--- config.mk ---
export PLATFORM = sky130hd
export DESIGN_NAME = uart_tx_arbiter
export DESIGN_NICKNAME = d
export VERILOG_FILES = /design/src/rtl/uart_pkg.sv /design/src/rtl/rr_pick.sv /design/src/rtl/uart_tx_arbiter.sv
export SDC_FILE = /design/constraint.sdc
export NUM_CORES = 1
export LEC_CHECK = 0
export ABC_AREA = 1
export CORE_ASPECT_RATIO = 0.7
export CORE_MARGIN = 2
export CORE_UTILIZATION = 50
export DETAILED_ROUTE_END_ITERATION = 8
export PLACE_DENSITY_LB_ADDON = 0.3
export SETUP_SLACK_MARGIN = 0.5
export SKIP_CTS_REPAIR_TIMING = 1
export SLEW_MARGIN = 15
export SYNTH_ARGS = -nofsm -noshare
export SYNTH_HDL_FRONTEND = slang
export SYNTH_SLANG_ARGS = --single-unit
--- constraint.sdc ---
create_clock -name clk -period 5.7 [get_ports clk]
set_clock_uncertainty 0.15 [all_clocks]
set_input_delay 1.14 -clock clk [delete_from_list [all_inputs] [get_ports clk]]
set_output_delay 1.14 -clock clk [all_outputs]
set_load 0.03 [all_outputs]
--- src/rtl/uart_pkg.sv ---
// Shared UART definitions: arbiter FSM states, byte width, parity helper.
// Used by the TX arbiter and by the transmitter for its parity bit.
package uart_pkg;

    localparam int DATA_W = 8;

    typedef enum logic [1:0] {
        ST_IDLE      = 2'd0,
        ST_LAUNCH    = 2'd1,
        ST_WAIT_DONE = 2'd2
    } state_t;

    // Even parity: XOR of all data bits.
    function automatic logic parity(input logic [DATA_W-1:0] d);
        return ^d;
    endfunction

endpackage

--- src/rtl/rr_pick.sv ---
// Combinational round-robin picker.
// Ports: i_req     - request vector
//        i_last_grant - index granted last time
//        o_winner  - first requester at or after i_last_grant+1 (wrapping)
//        o_any     - at least one request present
module rr_pick
    import uart_pkg::*;
#(
    parameter int NUM_REQ = 4,
    parameter int IDX_W   = (NUM_REQ > 1) ? $clog2(NUM_REQ) : 1
) (
    input  logic [NUM_REQ-1:0] i_req,
    input  logic [IDX_W-1:0]   i_last_grant,
    output logic [IDX_W-1:0]   o_winner,
    output logic               o_any
);

    // Walk offsets from farthest to nearest so that the nearest
    // asserted request after last_grant is the final assignment.
    always_comb begin
        o_winner = '0;
        o_any    = 1'b0;
        for (int off = NUM_REQ; off >= 1; off--) begin
            if (i_req[(int'(i_last_grant) + off) % NUM_REQ]) begin
                o_winner = IDX_W'((int'(i_last_grant) + off) % NUM_REQ);
                o_any    = 1'b1;
            end
        end
    end

endmodule

--- src/rtl/uart_tx_arbiter.sv ---
// Round-robin arbiter sharing one UART transmitter among NUM_REQ byte
// sources, with a tx_done watchdog.
// Ports: clk, rst_n (async active-low)
//        req_valid/req_data/req_ready - per-requester byte handshake
//        tx_busy/tx_done               - transmitter status
//        tx_start/tx_data/tx_parity    - transmitter launch
//        grant_id, active, err_timeout - status
module uart_tx_arbiter
    import uart_pkg::*;
#(
    parameter  int NUM_REQ = 4,
    parameter  int TIMEOUT = 4096,
    localparam int GNT_W   = (NUM_REQ > 1) ? $clog2(NUM_REQ) : 1,
    localparam int WD_W    = $clog2(TIMEOUT + 1)
) (
    input  logic                      clk,
    input  logic                      rst_n,
    input  logic [NUM_REQ-1:0]        req_valid,
    input  logic [NUM_REQ*DATA_W-1:0] req_data,
    output logic [NUM_REQ-1:0]        req_ready,
    input  logic                      tx_busy,
    input  logic                      tx_done,
    output logic                      tx_start,
    output logic [DATA_W-1:0]         tx_data,
    output logic                      tx_parity,
    output logic [GNT_W-1:0]          grant_id,
    output logic                      active,
    output logic                      err_timeout
);

    state_t              r_state;
    logic [NUM_REQ-1:0]  r_req_ready;
    logic                r_tx_start;
    logic [DATA_W-1:0]   r_tx_data;
    logic                r_tx_parity;
    logic [GNT_W-1:0]    r_grant_id;
    logic                r_active;
    logic                r_err;
    logic [WD_W-1:0]     r_wd;
    logic [GNT_W-1:0]    r_last;

    state_t              w_state_nxt;
    logic [NUM_REQ-1:0]  w_ready_nxt;
    logic                w_start_nxt;
    logic [DATA_W-1:0]   w_data_nxt;
    logic                w_par_nxt;
    logic [GNT_W-1:0]    w_gid_nxt;
    logic                w_err_nxt;
    logic [WD_W-1:0]     w_wd_nxt;
    logic [GNT_W-1:0]    w_last_nxt;

    logic [GNT_W-1:0]    w_pick;
    logic                w_any;
    logic [DATA_W-1:0]   w_byte;

    rr_pick #(
        .NUM_REQ (NUM_REQ),
        .IDX_W   (GNT_W)
    ) u_pick (
        .i_req        (req_valid),
        .i_last_grant (r_last),
        .o_winner     (w_pick),
        .o_any        (w_any)
    );

    assign w_byte = req_data[int'(w_pick)*DATA_W +: DATA_W];

    always_comb begin
        w_state_nxt = r_state;
        w_ready_nxt = '0;
        w_start_nxt = 1'b0;
        w_data_nxt  = r_tx_data;
        w_par_nxt   = r_tx_parity;
        w_gid_nxt   = r_grant_id;
        w_err_nxt   = 1'b0;
        w_wd_nxt    = r_wd;
        w_last_nxt  = r_last;
        unique case (r_state)
            ST_IDLE: begin
                if (w_any && !tx_busy) begin
                    w_ready_nxt[w_pick] = 1'b1;
                    w_data_nxt          = w_byte;
                    w_par_nxt           = parity(w_byte);
                    w_gid_nxt           = w_pick;
                    w_state_nxt         = ST_LAUNCH;
                end
            end
            ST_LAUNCH: begin
                w_start_nxt = 1'b1;
                w_wd_nxt    = '0;
                w_state_nxt = ST_WAIT_DONE;
            end
            ST_WAIT_DONE: begin
                // tx_done takes priority over an expiring watchdog.
                if (tx_done) begin
                    w_last_nxt  = r_grant_id;
                    w_state_nxt = ST_IDLE;
                end else if (r_wd == WD_W'(TIMEOUT - 1)) begin
                    w_err_nxt   = 1'b1;
                    w_last_nxt  = r_grant_id;
                    w_state_nxt = ST_IDLE;
                end else begin
                    w_wd_nxt = r_wd + 1'b1;
                end
            end
            default: begin
                w_state_nxt = ST_IDLE;
            end
        endcase
    end

    always_ff @(posedge clk or negedge rst_n) begin
        if (!rst_n) begin
            r_state     <= ST_IDLE;
            r_req_ready <= '0;
            r_tx_start  <= 1'b0;
            r_tx_data   <= '0;
            r_tx_parity <= 1'b0;
            r_grant_id  <= '0;
            r_active    <= 1'b0;
            r_err       <= 1'b0;
            r_wd        <= '0;
            // Point at the last requester so requester 0 wins first.
            r_last      <= GNT_W'(NUM_REQ - 1);
        end else begin
            r_state     <= w_state_nxt;
            r_req_ready <= w_ready_nxt;
            r_tx_start  <= w_start_nxt;
            r_tx_data   <= w_data_nxt;
            r_tx_parity <= w_par_nxt;
            r_grant_id  <= w_gid_nxt;
            r_active    <= (w_state_nxt != ST_IDLE);
            r_err       <= w_err_nxt;
            r_wd        <= w_wd_nxt;
            r_last      <= w_last_nxt;
        end
    end

    assign req_ready   = r_req_ready;
    assign tx_start    = r_tx_start;
    assign tx_data     = r_tx_data;
    assign tx_parity   = r_tx_parity;
    assign grant_id    = r_grant_id;
    assign active      = r_active;
    assign err_timeout = r_err;

endmodule
==> impl_metrics.toml, run 1 <==
[flow_run]
cap_violations = 0

[synth]
synth-compound-area-share = 0.0831
synthTopCellsByCount = "nand2_1, nand3_1, inv_1, dfrtp_1, nor2_1"
seq_area_frac_synth = 0.371
synthesis.area_um2 = 2360
syn_area_per_cell_um2 = 6.74
synth_xor_area_frac = 0.0185
ys_seq_elements = 35
synth.area.mux_share = 0
synth-simple-area-share = 0.422
synth_top_family_by_area = "simple AND/OR/NAND/NOR gates"
synth_top_cell_by_area = "dfrtp_1"
synth-edff-count = 0
netlist.area_leader.share = 0.349
synth_cell_types = 29
async_reset_ff_frac = 1.00
synth_nets = 392
ys.warnings.count = 0
synth_area_leaders = "dfrtp_1, nand2_1, nand3_1, inv_1, nor2_1"
synth.most_common_cell = "nand2_1"
synth_adder_area_share = 0.00529
postSynthCellCount = 351
yosys_most_used_dff = "dfrtp_1"

[global_routing]
grt_pass1_wl_um = 9660
grt_pass1_vias = 2090
grt_antenna_before_repair = 0
grt_max_degree = 36
grt_usage = 0.238
gr-total-overflow = 0

[sta]
rsz0062_at_grt = "false"
fin_crit_sh = 0.604
setup_tns_ps = 0
setup_violations = 0
fmax_mhz = 290
hold_viol = 0
slew_violations = 0
finalCriticalPeriod_ps = 3440
tightest_slew_ps = 629
max_slew_margin = 0.580

[clock_network]
clkSinkCount = 35
htree_levels = 2
cts_buffer_depth = 2
cts_tree = "built"
path_clk_slew_ps = 80
cts_inserted_buffers = 5
insertion_delay_ps = 300
root_buffer = "clkbuf_8"

[final_layout]
regArea_um2 = 878
nNetsFinal = 446
stdcell_area_um2 = 3040
area_growth_syn_to_layout_pct = 28.6
antenna_cells = 0
multi_input_area_um2 = 1250
num-fill-cells = 369
drive_above_1_share = 0.0690

[die]
core_um2 = 4450
dieArea_um2 = 5300
die_x_um = 86.2
fp.dieH_um = 61.5
pin_count = 58
start_util = 0.531
row_count = 20

[drt]
first_iter_violations = 174
avgRoutedWirePerCell_um = 12.9
drcViolationCount = 0
avgViaCountPerCell = 5.32
ant_nets = 0
drt_wl_total_um = 5940
drt-pass1-iter-count = 4
num_vias = 2452

[setup_path]
critPathLaunchType = "input port"
critPathMaxFanout = 27
cp-end-kind = "flop"
crit_arrival_ps = 3490
cp_data_required_time_ps = 5750
critPathKind = "in -> reg"

[placement]
io_buffers = 57
post-dp-hpwl_um = 4430
post_dp_cell_area_um2 = 2930
gp_congestion = 0.886

[pwr]
cellLeakagePower_nw = 1.52
ir_worst_vdd_uv = 389
powerDensity_nw_per_um2 = 622

[outcome]
outcome = "finished, final reports clean"

[hold_path]
hp-class = "reg -> reg"
## layout by cell type (no fill, tap or decap), drive strengths merged
cell type / count
buf: 1
a22oi: 1
ha: 1
xnor2: 1
nor2: 20
nand3: 60
a21oi: 4
dfrtp: 33
a221oi: 1
clkdlybuf4s50: 57
o21a: 1
nand2: 141
inv: 41
nor3: 5
o21ai: 16
o22ai: 4
o31ai: 1
clkbuf: 5
a311oi: 1
bufinv: 1
xor2: 4
clkinv: 2
nand3b: 2
a32o: 1
dfstp: 2
## sequential cells by signal, summed over array words and instances (netlist names)
signal	cells
req_ready	4
r_wd	13
r_state	2
active	1
tx_parity	1
r_last	2
tx_start	1
tx_data	8
grant_id	2
err_timeout	1
## where the power goes
part / total (mW) / switching [mW] / internal (mW)
logic: 1.27 / 0.842 / 0.426
registers: 0.390 / 0.0624 / 0.327
clock network: 0.235 / 0.104 / 0.130
total: 1.89 / 1.01 / 0.883
## final timing paths
check	startpoint	cells past startpoint	end	slack, ps
min in group asynchronous	rst_n	2	r_state[1]$_DFF_PN0_	1100
setup / recovery	req_valid[3]	20	tx_parity$_DFFE_PN0P_	2260
setup reg to reg	r_last[0]$_DFFE_PN1P_	19	tx_parity$_DFFE_PN0P_	2750
hold reg to reg	r_wd[10]$_DFFE_PN0P_	1	r_wd[10]$_DFFE_PN0P_	350
max in group asynchronous	rst_n	2	r_last[1]$_DFFE_PN1P_	3960
hold / removal	r_wd[10]$_DFFE_PN0P_	1	r_wd[10]$_DFFE_PN0P_	350
## final cells by class
cell class              instances  share of cell area
repair buffers                 58               0.190
multi-input cells             264               0.411
well taps                      55              0.0226
clock inverters                 3              0.0144
clock buffers                   5              0.0226
inverters                      41              0.0506
flip-flops and latches         35               0.289
## metrics by stage
step	hold WS, ps	cells	util	setup WS [ps]	power (mW)
floorplan	316	351	-	2960	1.38
global placement	314	453	0.658	2020	1.61
detailed placement	326	453	0.658	1970	1.65
CTS	357	461	0.683	2280	1.89
global route	381	461	0.683	1970	2.08
finish	353	461	0.683	2260	1.89
## per-layer routing
metal,GRT usage,vias to the layer above,routed length (um)
met5,0,-,0
met4,0.0871,0,98
met3,0.0536,10,345
met2,0.348,82,2590
met1,0.349,1127,2910
li1,-,1233,-
## critical path, stage by stage
cell and delay, ps:
clkdlybuf4s50_1 480, inv_1 70, nand2_1 60, nand2_1 70
nand2_1 80, nand2_2 90, nand2_2 90, nand3_4 240
nand2_4 350, nand2_1 110, nand2_1 70, nand2_1 50
nand2_1 70, nand2_1 50, nand2_1 100, nand3_1 120
nand2_1 80, nand2_1 50, nand3_1 80, nand2_1 50
## logic make-up (layout without fill, tap and decap cells)
| kind of cell | count (synthesis) | in the layout |
|---|---|---|
| buf+inv | 52 | 107 |
| fa+ha+maj | 1 | 1 |
| simple gates | 228 | 228 |
| compound gates | 30 | 30 |
| xor+xnor | 5 | 5 |
| flops | 35 | 35 |
Power figures use the tool's default switching activity.
==> run 2: changes to the inputs <==
Settings changed: CORE_UTILIZATION 50 to 45.
Clock period 5.7 ns to 2.9 ns, I/O delays scaled along.
==> run 2 against run 1 <==
Effect of this change:
- die area up 10%
- worst hold slack worse by 19 ps
- combinational power rose to 2.8 times the previous value
- sequential share of layout area down 4.2 points
- final cell count up 9.8%
- global-route usage down 3.6 points
- clock-buffer cell count unchanged
- setup slack worse by 1900 ps
- critical path type is now reg -> reg
- largest cell class unchanged
==> impl_metrics.toml, run 2 (synthesis gave the netlist of run 1 again) <==
[outcome]
outcome = "finished, final reports clean"

[drt]
ant_nets = 0
avgViaCountPerCell = 5.25
drcViolationCount = 0
drt_wl_total_um = 6980
first_iter_violations = 161
avgRoutedWirePerCell_um = 13.8
drt-pass1-iter-count = 5
num_vias = 2657

[pwr]
powerDensity_nw_per_um2 = 1340
cellLeakagePower_nw = 1.76
ir_worst_vdd_uv = 910

[final_layout]
largest_register = "r_wd"
utilization = 0.695
stdcell_area_um2 = 3580
final_cell_mix = "nand2_1, clkdlybuf4s50_1, nand3_1, inv_1, dfrtp_1"
largest_register_ffs = 13
layout_commonest_cell = "nand2_1"
area_growth_syn_to_layout_pct = 51.3
antenna_cells = 0
drive_above_1_share = 0.228
nNetsFinal = 474

[global_routing]
grt_pass1_vias = 2269
grt_pass1_wl_um = 9740
grt_antenna_before_repair = 0
grt_usage = 0.202
gr-total-overflow = 0
grt_max_degree = 36

[hold_path]
hp-class = "reg -> reg"
min_path_cells = 2
hold_end = "tx_parity$_DFFE_PN0P_"
worstHoldStart = "tx_parity$_DFFE_PN0P_"

[sta]
max_slew_margin = 0.645
rsz0062_at_grt = "true"
setup_tns_ps = 0
fmax_mhz = 388
fin_crit_sh = 0.889
tightest_slew_ps = 528
finalCriticalPeriod_ps = 2580
fin_worst_hold_slack_ps = 334
setup_violations = 0
post-route-worst-setup-slack_ps = 322
hold_viol = 0
slew_violations = 0

[clock_network]
cts_buffer_depth = 2
htree_levels = 2
path_clk_slew_ps = 80
clkSinkCount = 35
cts_tree = "built"
root_buffer = "clkbuf_8"
insertion_delay_ps = 290
cts_inserted_buffers = 5

[die]
core_um2 = 5150
dieArea_um2 = 5860
fp.dieH_um = 64.7
start_util = 0.459
pin_count = 58
row_count = 22
die_x_um = 90.6

[placement]
post_dp_cell_area_um2 = 3000
dp_slack_ps = -25.7
io_buffers = 57
post-dp-hpwl_um = 4390
gp_congestion = 0.920

[setup_path]
r2r_cells = 18
cp_data_required_time_ps = 2940
critPathLaunchType = "flop"
crit_start = "r_last[0]$_DFFE_PN1P_"
critical_path.reg2reg.startpoint = "r_last[0]$_DFFE_PN1P_"
cp-end-kind = "flop"
crit_arrival_ps = 2620
r2r_setup_slack_ps = 320
r2r-end = "tx_parity$_DFFE_PN0P_"
critPathKind = "reg -> reg"
critPathMaxFanout = 11

[flow_run]
cap_violations = 0
[run 2: changes by cell type in the layout (fill, tap and decap cells not counted), moves of 5 or more]
| cell | before | now |
|---|---|---|
| buf_4 | 1 | 17 |
| buf_6 | 0 | 5 |
| nand2_1 | 132 | 109 |
| nand2_2 | 8 | 27 |
| nand3_1 | 58 | 47 |
| nand3_2 | 0 | 11 |
[run 2: routing by layer]
layer / routed length, um / global-route usage / vias up
li1: - / - / 1295
met1: 3060 / 0.271 / 1239
met2: 3300 / 0.328 / 113
met3: 531 / 0.0419 / 10
met4: 85 / 0.0692 / 0
met5: 0 / 0 / -
[run 2: how the worst max path moves through the flow]
stage                                        to  slack [ps]  depth (start not counted)
after global routing      tx_parity$_DFFE_PN0P_         190                         18
after CTS                 tx_parity$_DFFE_PN0P_         210                         18
after detailed placement  tx_parity$_DFFE_PN0P_         -30                         19
final                     tx_parity$_DFFE_PN0P_         320                         18
after global placement    tx_parity$_DFFE_PN0P_          40                         20
after floorplan           tx_parity$_DFFE_PN0P_         680                         19
[run 2: where the power goes]
group	switching [mW]	internal, mW	leakage, nW
Clock	0.188	0.256	0.0581
Sequential	0.114	0.647	0.455
Combinational	2.15	1.43	1.25
[run 2: final cells by class]
class                           count  area (um2)
Fill cell                         394        1570
Multi-Input combinational cell    266        1460
Sequential cell                    35         882
Timing Repair Buffer               84         875
Inverter                           41         160
Tap cell                           72        90.1
Clock buffer                        5        68.8
Clock inverter                      3        43.8
[run 2: worst max-delay path, stage by stage, from the launching register on]
cell     delay [ps]
dfstp_4         670
buf_6           130
nand2_2          70
nand3_2          70
nand2_2          60
buf_4           140
nand2_4          60
nand3_4         120
buf_12          180
nand2_8          90
nand2_1          60
nand3_1         110
nand2_1          90
nand2_1         120
nand2_2          70
nand2_2          90
nand3_1          70
nand3_1          60
nand2_1          50
[run 2: stage by stage]
stage / power (mW) / std cells
after global routing: 5.15 / 506
final: 4.79 / 506
after global placement: 3.26 / 477
after floorplan: 2.72 / 351
after CTS: 3.78 / 485
after detailed placement: 3.33 / 477
